===== config.mk =====
export PLATFORM = sky130hd
export DESIGN_NAME = bus_transfer_ctrl
export DESIGN_NICKNAME = d
export VERILOG_FILES = /design/src/rtl/bus_transfer_ctrl_pkg.sv /design/src/rtl/bus_transfer_ctrl_onehot_decoder.sv /design/src/rtl/bus_transfer_ctrl.sv
export SDC_FILE = /design/constraint.sdc
export NUM_CORES = 1
export LEC_CHECK = 0
export CAP_MARGIN = 20
export CORE_ASPECT_RATIO = 1.2
export CORE_MARGIN = 10
export CORE_UTILIZATION = 51
export CTS_CLUSTER_DIAMETER = 30
export DETAILED_ROUTE_END_ITERATION = 8
export GPL_TIMING_DRIVEN = 0
export PLACE_DENSITY = 0.89
export SYNTH_ARGS = -nofsm -noshare
export SYNTH_HDL_FRONTEND = slang
export SYNTH_HIERARCHICAL = 1
export SYNTH_SLANG_ARGS = --single-unit

===== constraint.sdc =====
create_clock -name clock -period 2.3 [get_ports clock]
set_input_delay 0.46 -clock clock [delete_from_list [all_inputs] [get_ports clock]]
set_output_delay 0.46 -clock clock [all_outputs]
set_load 0.1 [all_outputs]

===== src/rtl/bus_transfer_ctrl_pkg.sv =====
// bus_transfer_ctrl_pkg: shared code constants and state type for the bus transfer controller
// Source codes follow the bus encoder bit order; destination codes follow the dst_in bit order.
package bus_transfer_ctrl_pkg;
  localparam int NUM_CODES = 24;
  localparam logic [4:0] SRC_R0 = 5'd0;
  localparam logic [4:0] SRC_R15 = 5'd15;
  localparam logic [4:0] SRC_HI = 5'd16;
  localparam logic [4:0] SRC_LO = 5'd17;
  localparam logic [4:0] SRC_ZHI = 5'd18;
  localparam logic [4:0] SRC_ZLO = 5'd19;
  localparam logic [4:0] SRC_PC = 5'd20;
  localparam logic [4:0] SRC_MDR = 5'd21;
  localparam logic [4:0] SRC_INPORT = 5'd22;
  localparam logic [4:0] SRC_C = 5'd23;
  localparam logic [4:0] DST_R0 = 5'd0;
  localparam logic [4:0] DST_R15 = 5'd15;
  localparam logic [4:0] DST_HI = 5'd16;
  localparam logic [4:0] DST_LO = 5'd17;
  localparam logic [4:0] DST_PC = 5'd18;
  localparam logic [4:0] DST_MDR = 5'd19;
  localparam logic [4:0] DST_MAR = 5'd20;
  localparam logic [4:0] DST_IR = 5'd21;
  localparam logic [4:0] DST_Y = 5'd22;
  localparam logic [4:0] DST_OUTPORT = 5'd23;
  typedef enum logic [2:0] {IDLE, DRIVE, LATCH, DONE, ERR} state_t;
endpackage


===== src/rtl/bus_transfer_ctrl_onehot_decoder.sv =====
// onehot_decoder_5to24: 5-bit code to 24-bit one-hot, zero for codes >= 24
// Ports: code (5-bit code in), onehot (24-bit one-hot out).
module onehot_decoder_5to24 (
  input  logic [4:0]  code,
  output logic [23:0] onehot
);
  assign onehot = (code < 5'd24) ? 24'd1 << code : '0;
endmodule


===== src/rtl/bus_transfer_ctrl.sv =====
// bus_transfer_ctrl: sequences one register transfer (drive source, settle, load destination, ack)
// Ports: clock/clear (async active-high reset), xfer_req/src_sel/dst_sel request,
// src_out/dst_in one-hot drives, xfer_ack/xfer_err completion pulses, busy.
module bus_transfer_ctrl
  import bus_transfer_ctrl_pkg::*;
#(
  parameter int SETTLE_CYCLES = 1,
  parameter int NUM_CODES = bus_transfer_ctrl_pkg::NUM_CODES
) (
  input  logic        clock,
  input  logic        clear,
  input  logic        xfer_req,
  input  logic [4:0]  src_sel,
  input  logic [4:0]  dst_sel,
  output logic [23:0] src_out,
  output logic [23:0] dst_in,
  output logic        xfer_ack,
  output logic        xfer_err,
  output logic        busy
);
  state_t state;
  logic [4:0] dst_q;
  logic [3:0] cnt;
  logic [23:0] src_oh, dst_oh;
  logic ok;
  // The source one-hot is registered straight from the request, so src_out itself holds the captured source.
  onehot_decoder_5to24 u_src (.code(src_sel), .onehot(src_oh));
  onehot_decoder_5to24 u_dst (.code(dst_q), .onehot(dst_oh));
  assign ok = int'(src_sel) < NUM_CODES && int'(dst_sel) < NUM_CODES;
  always_ff @(posedge clock or posedge clear) begin
    if (clear) begin
      state <= IDLE;
      src_out <= '0;
      dst_in <= '0;
      xfer_ack <= 1'b0;
      xfer_err <= 1'b0;
      busy <= 1'b0;
      dst_q <= '0;
      cnt <= '0;
    end else begin
      xfer_ack <= 1'b0;
      xfer_err <= 1'b0;
      dst_in <= '0;
      case (state)
        IDLE: if (xfer_req) begin
          busy <= 1'b1;
          if (ok) begin
            state <= DRIVE;
            src_out <= src_oh;
            dst_q <= dst_sel;
            cnt <= 4'(SETTLE_CYCLES);
          end else begin
            state <= ERR;
            xfer_err <= 1'b1;
          end
        end
        DRIVE: if (cnt == 4'd1) begin
          state <= LATCH;
          dst_in <= dst_oh;
        end else cnt <= cnt - 4'd1;
        LATCH: begin
          state <= DONE;
          src_out <= '0;
          xfer_ack <= 1'b1;
        end
        DONE, ERR: begin
          state <= IDLE;
          busy <= 1'b0;
        end
        default: state <= IDLE;
      endcase
    end
  end
endmodule

== After elaboration in Yosys (flattened, before gate mapping) ==
Cells that the tools add are included.

* Word-level logic and storage cells: 56
* Input port bits: 13
* Output and inout port bits: 51
* Register bits: 63

* Reductions and logical operators: 11
* Shifts and indexed selects: 2
* Equality and inequality tests: 9
* Add/subtract/negate cells: 1
* Multiplexer cells: 21
* Magnitude comparators: 4

{| class="wikitable"
|+ Operators by type and width
! kind !! count
|-
| 24-bit 2-to-1 mux || 6
|-
| 24-bit one-hot mux with 2 select lines || 1
|-
| 1-bit by 5-bit left shift with 24-bit output (first input constant) || 2
|-
| 5-bit < comparator (second input constant) || 4
|-
| 4-bit 2-to-1 mux || 3
|-
| 3-bit 2-to-1 mux || 3
|-
| 3-bit one-hot mux with 3 select lines || 1
|-
| 2-bit != test (second input constant) || 4
|-
| 4-bit one-hot mux with 2 select lines || 1
|-
| 3-bit by 2-bit == test with 1-bit output (second input constant) || 2
|-
| 3-bit AND reduction || 2
|-
| 2-bit nonzero test || 3
|-
| 1-bit 2-to-1 mux || 5
|-
| 4-bit by 1-bit == test with 1-bit output (second input constant) || 1
|-
| 2-bit AND reduction || 2
|-
| 4-bit AND reduction || 1
|-
| 4-bit by 1-bit subtractor with 4-bit output (second input constant) || 1
|-
| 3-bit by 1-bit == test with 1-bit output (second input constant) || 1
|-
| 3-bit == test (second input constant) || 1
|-
| 3-bit zero test || 1
|-
| 1-bit one-hot mux with 2 select lines || 1
|-
| 2-bit OR reduction || 1
|-
| 1-bit logical AND || 1
|}

== Logic depth before layout (Yosys ltp) ==
* Depth in word-level cells: 5
* Depth in mapped cells: 6

== By module ==
The synthesis kept the hierarchy.

{| class="wikitable"
|+ By module, submodules not included
! module !! cells an instance !! sequential area each (sq um) !! instances !! area each (sq um)
|-
| bus_transfer_ctrl || 236 || 1576.5 || 1 || 2698.8
|-
| onehot_decoder_5to24 || 38 || 0.0 || 2 || 195.2
|}

== Worst setup path before layout ==
Ideal clock, no wire load.

* Path type: reg-to-reg
* Start: reg cnt[1]
* End: reg dst_in[10]
* Setup slack: 748 ps
* Stages on the path, launching flop included: 7
* Required time: 2234 ps
* Data arrival time: 1486 ps
* Setup time: 66 ps
* Path buffers: 1
* Cell sequence: dfrtp_1 -> inv_1 -> ha_1 -> or3b_2 -> nor2_4 -> buf_6 -> and2_1

* Longest elaborated chain between the ends: 3

{| class="wikitable"
|+ RTL lines
! item !! line !! RTL
|-
| start, declared || bus_transfer_ctrl.sv:23 || <nowiki>logic [3:0] cnt;</nowiki>
|-
| start signal, assigned || bus_transfer_ctrl.sv:51 || <nowiki>cnt <= 4'(SETTLE_CYCLES);</nowiki>
|-
| start signal, assigned || bus_transfer_ctrl.sv:60 || <nowiki>end else cnt <= cnt - 4'd1;</nowiki>
|-
| 4-bit by 1-bit == test with 1-bit output || bus_transfer_ctrl.sv:57 || <nowiki>DRIVE: if (cnt == 4'd1) begin</nowiki>
|-
| 24-bit 2-to-1 mux || bus_transfer_ctrl.sv:57 ||
|-
| 24-bit 2-to-1 mux || bus_transfer_ctrl.sv:44 || <nowiki>case (state)</nowiki>
|-
| end signal, assigned || bus_transfer_ctrl.sv:59 || <nowiki>dst_in <= dst_oh;</nowiki>
|-
| end, declared || bus_transfer_ctrl.sv:16 || <nowiki>output logic [23:0] dst_in,</nowiki>
|}

Every way passes these cells.
A chain may end at the register's enable or synchronous reset.

== Worst setup path after layout ==
* Start: reg dst_in[21]
* End: out dst_in[21]

No word-level cell between the ends.

==> impl_metrics.csv <==
group,metric,value,unit
routing,ant_nets,0,
clocking,cts_buffers,9,
critical_path,crit_path_start_kind,"flop",
placement,dpl.hpwl,5680,um
cells_and_area,final_cell_area,4060,um2
routing,drcViolationCount,0,
sta,setup_slack,0.0347,ns
floorplan,dieArea,9580,um2
global_route,grt_pass1_wl,12700,um
critical_path,crit_chain,"clkdlybuf4s50_1",
floorplan,core-area,5970,um2
sta,whs,0.474,ns
routing,drtPass1Iterations,6,
floorplan,ioPinCount,64,
sta,slew_headroom,0.340,
synth,ys_warn_count,6,
status,status,"finished, final reports clean",
clocking,postCtsSetupBuffers,0,
routing,vias,2590,
clocking,cts.sinks,63,
critical_path,crit_path_max_fanout,1,
synth,async_flop_share,1.00,
global_route,grt_max_degree,40,
global_route,antenna_found_initial,0,
power,vdd_ir_drop_max,1.22,mV
clocking,cts_tree,"built",
critical_path,critical_path.top_delay_family,"buffers and inverters",
synth,synth-seq-cells,63,
min_path,holdCritPathClass,"input pin to async pin",
clocking,cts_buffer_depth,2,
placement,gp_congestion,0.902,
critical_path,crit_type,"flop to output port",
sta,setup_tns,0,ns
sta,finalCriticalPeriod,2.27,ns
clocking,h-tree-depth,3,
critical_path,worstPathRequired,1.84,ns
critical_path,worstSetupEndpointType,"output port",
clocking,path_clk_slew,0.07,ns
global_route,grt_overflow_total,0,
critical_path,ff2ff_path_depth,6,
placement,portBuffers,62,
synth,netlist_instances,312,
critical_path,path_buf_inv,1,
power,pwr_density_cell,1330,nW/um2
floorplan,dieWidth,91.0,um
sta,final-setup-viol-count,0,
clocking,holdBufCountCts,0,
clocking,insertion_delay,0.34,ns
clocking,cts-root-buf,"clkbuf_8",
cells_and_area,layout_commonest_cell,"dfrtp_1",
cells_and_area,drive_above_1_share,0.125,
cells_and_area,mostFrequentLayoutCells,"dfrtp_1, nor2_1, dlygate4sd2_1",
floorplan,die_h,105,um
sta,slew_viol_final,0,
critical_path,r2r_setup_slack,0.57,ns
routing,routedWlPerCell,16.1,um
cells_and_area,final_core_util,0.679,
job,drv_cap,0,
global_route,first_global_vias,2601,
routing,drt-total-wl,7630,um
critical_path,cp.arrival,1.81,ns
critical_path,critPathMaxStageDelay,1.13,ns
synth,syn_nets,327,
synth,synth_edf_count,0,
cells_and_area,finalNetCount,401,
placement,post-place-ws,-0.0347,ns
global_route,grt_use_total,0.160,
placement,place_area,3830,um2
synth,ys.flop_type,"dfrtp_1",
sta,finClkSkew,0.00779,ns
sta,fin_crit_sh,0.985,
synth,synth_area,3090,um2
sta,finalHoldViolations,0,
power,p_leak,2.04,nW
cells_and_area,syn_to_final_growth,31.3,%
floorplan,initial_core_util,0.517,
critical_path,cp_slowest_cell,"clkdlybuf4s50_1",
critical_path,timing.rr.start,"cnt[1]",
cells_and_area,diodes,0,
sta,tightestPinTransition,0.994,ns
synth,synth.avg_cell_area,9.90,um2
sta,fmax,441,MHz
floorplan,std_cell_rows,31,
routing,drtIter0Drc,138,
synth,ys_seq_area_frac,0.510,
synth,synth.distinct_cells,38,
critical_path,r2r_end,"dst_in[12]",
routing,avgViaCountPerCell,5.48,
per-layer routing:
layer	GRT usage	share of wire
met5	0	0
met4	0.0583	0.016
met3	0.0653	0.086
met2	0.266	0.48
met1	0.182	0.42
logic make-up after synthesis:
group                      count (synthesis)  synth area share
AOI/OAI and AO/OA                         50             0.123
adders and majority gates                  2           0.00810
buffers and inverters                     43            0.0689
DFF                                       63             0.510
muxes                                      6            0.0215
and+or+nand+nor                          148             0.269
flip-flops by register name (all words and copies together), names as in the netlist:
signal	count
dst_in	24
src_out	24
dst_q	5
cnt	4
state	3
busy	1
xfer_ack	1
xfer_err	1
report_power, final:
group          total, mW  internal (mW)  leakage, nW  switching (mW)
combinational       2.71          0.718         1.09            1.99
sequential          1.61           1.37        0.838           0.243
clock               1.09          0.667        0.112           0.419
total               5.41           2.75         2.04            2.66
worst max-delay path by stage:
stage / start / to / slack (ns) / depth (start not counted)
after CTS: dst_in[9] / dst_in[9] / 0.005 / 1
after global placement: clear / src_out[0] / -0.65 / 2
final: dst_in[21] / dst_in[21] / 0.03 / 1
after global routing: dst_in[21] / dst_in[21] / -0.01 / 1
after detailed placement: src_sel[3] / src_out[12] / -0.03 / 5
after floorplan: clear / busy / 0.27 / 1
final cells by class:
type                       instances  area, um2
inverter                          20       75.1
tap                               82        103
clock buffer                      11        151
timing repair buffer              63        633
fill                             494       1920
clock inverter                     5       80.1
buffer                            23        138
sequential                        63       1580
multi-input combinational        206       1300
cell usage after synthesis (2+ instances only):
library cell  count  area, um2
dfrtp_1          63       1580
nor2_1           33        124
and2_1           26        163
inv_1            19       71.3
nand2_1          19       71.3
nand2b_1         18        113
nor3_1           17       85.1
a21oi_1          15       75.1
nand4_1          13       81.3
o311ai_0         13        114
a221o_1          11        110
clkbuf_1          9       33.8
buf_2             8       40.0
buf_6             5       56.3
mux2_2            5       56.3
or3b_4            5       56.3
a22oi_1           3       22.5
o21ai_0           3       15.0
ha_1              2       25.0
nand3b_1          2       15.0
nor2_2            2       12.5
nor2b_1           2       12.5
nor3b_1           2       15.0
or2_2             2       12.5
or3_1             2       12.5
through the flow:
step	cells	power [mW]
after global routing	473	5.69
after global placement	456	4.37
after floorplan	312	3.77
after CTS	473	5.44
final	473	5.41
after detailed placement	457	4.44
timing repair:
action,CTS,global route
setup endpoints to repair,30,12
resized for setup,30,12
pin swaps,0,0
Power figures use the tool's default switching activity.
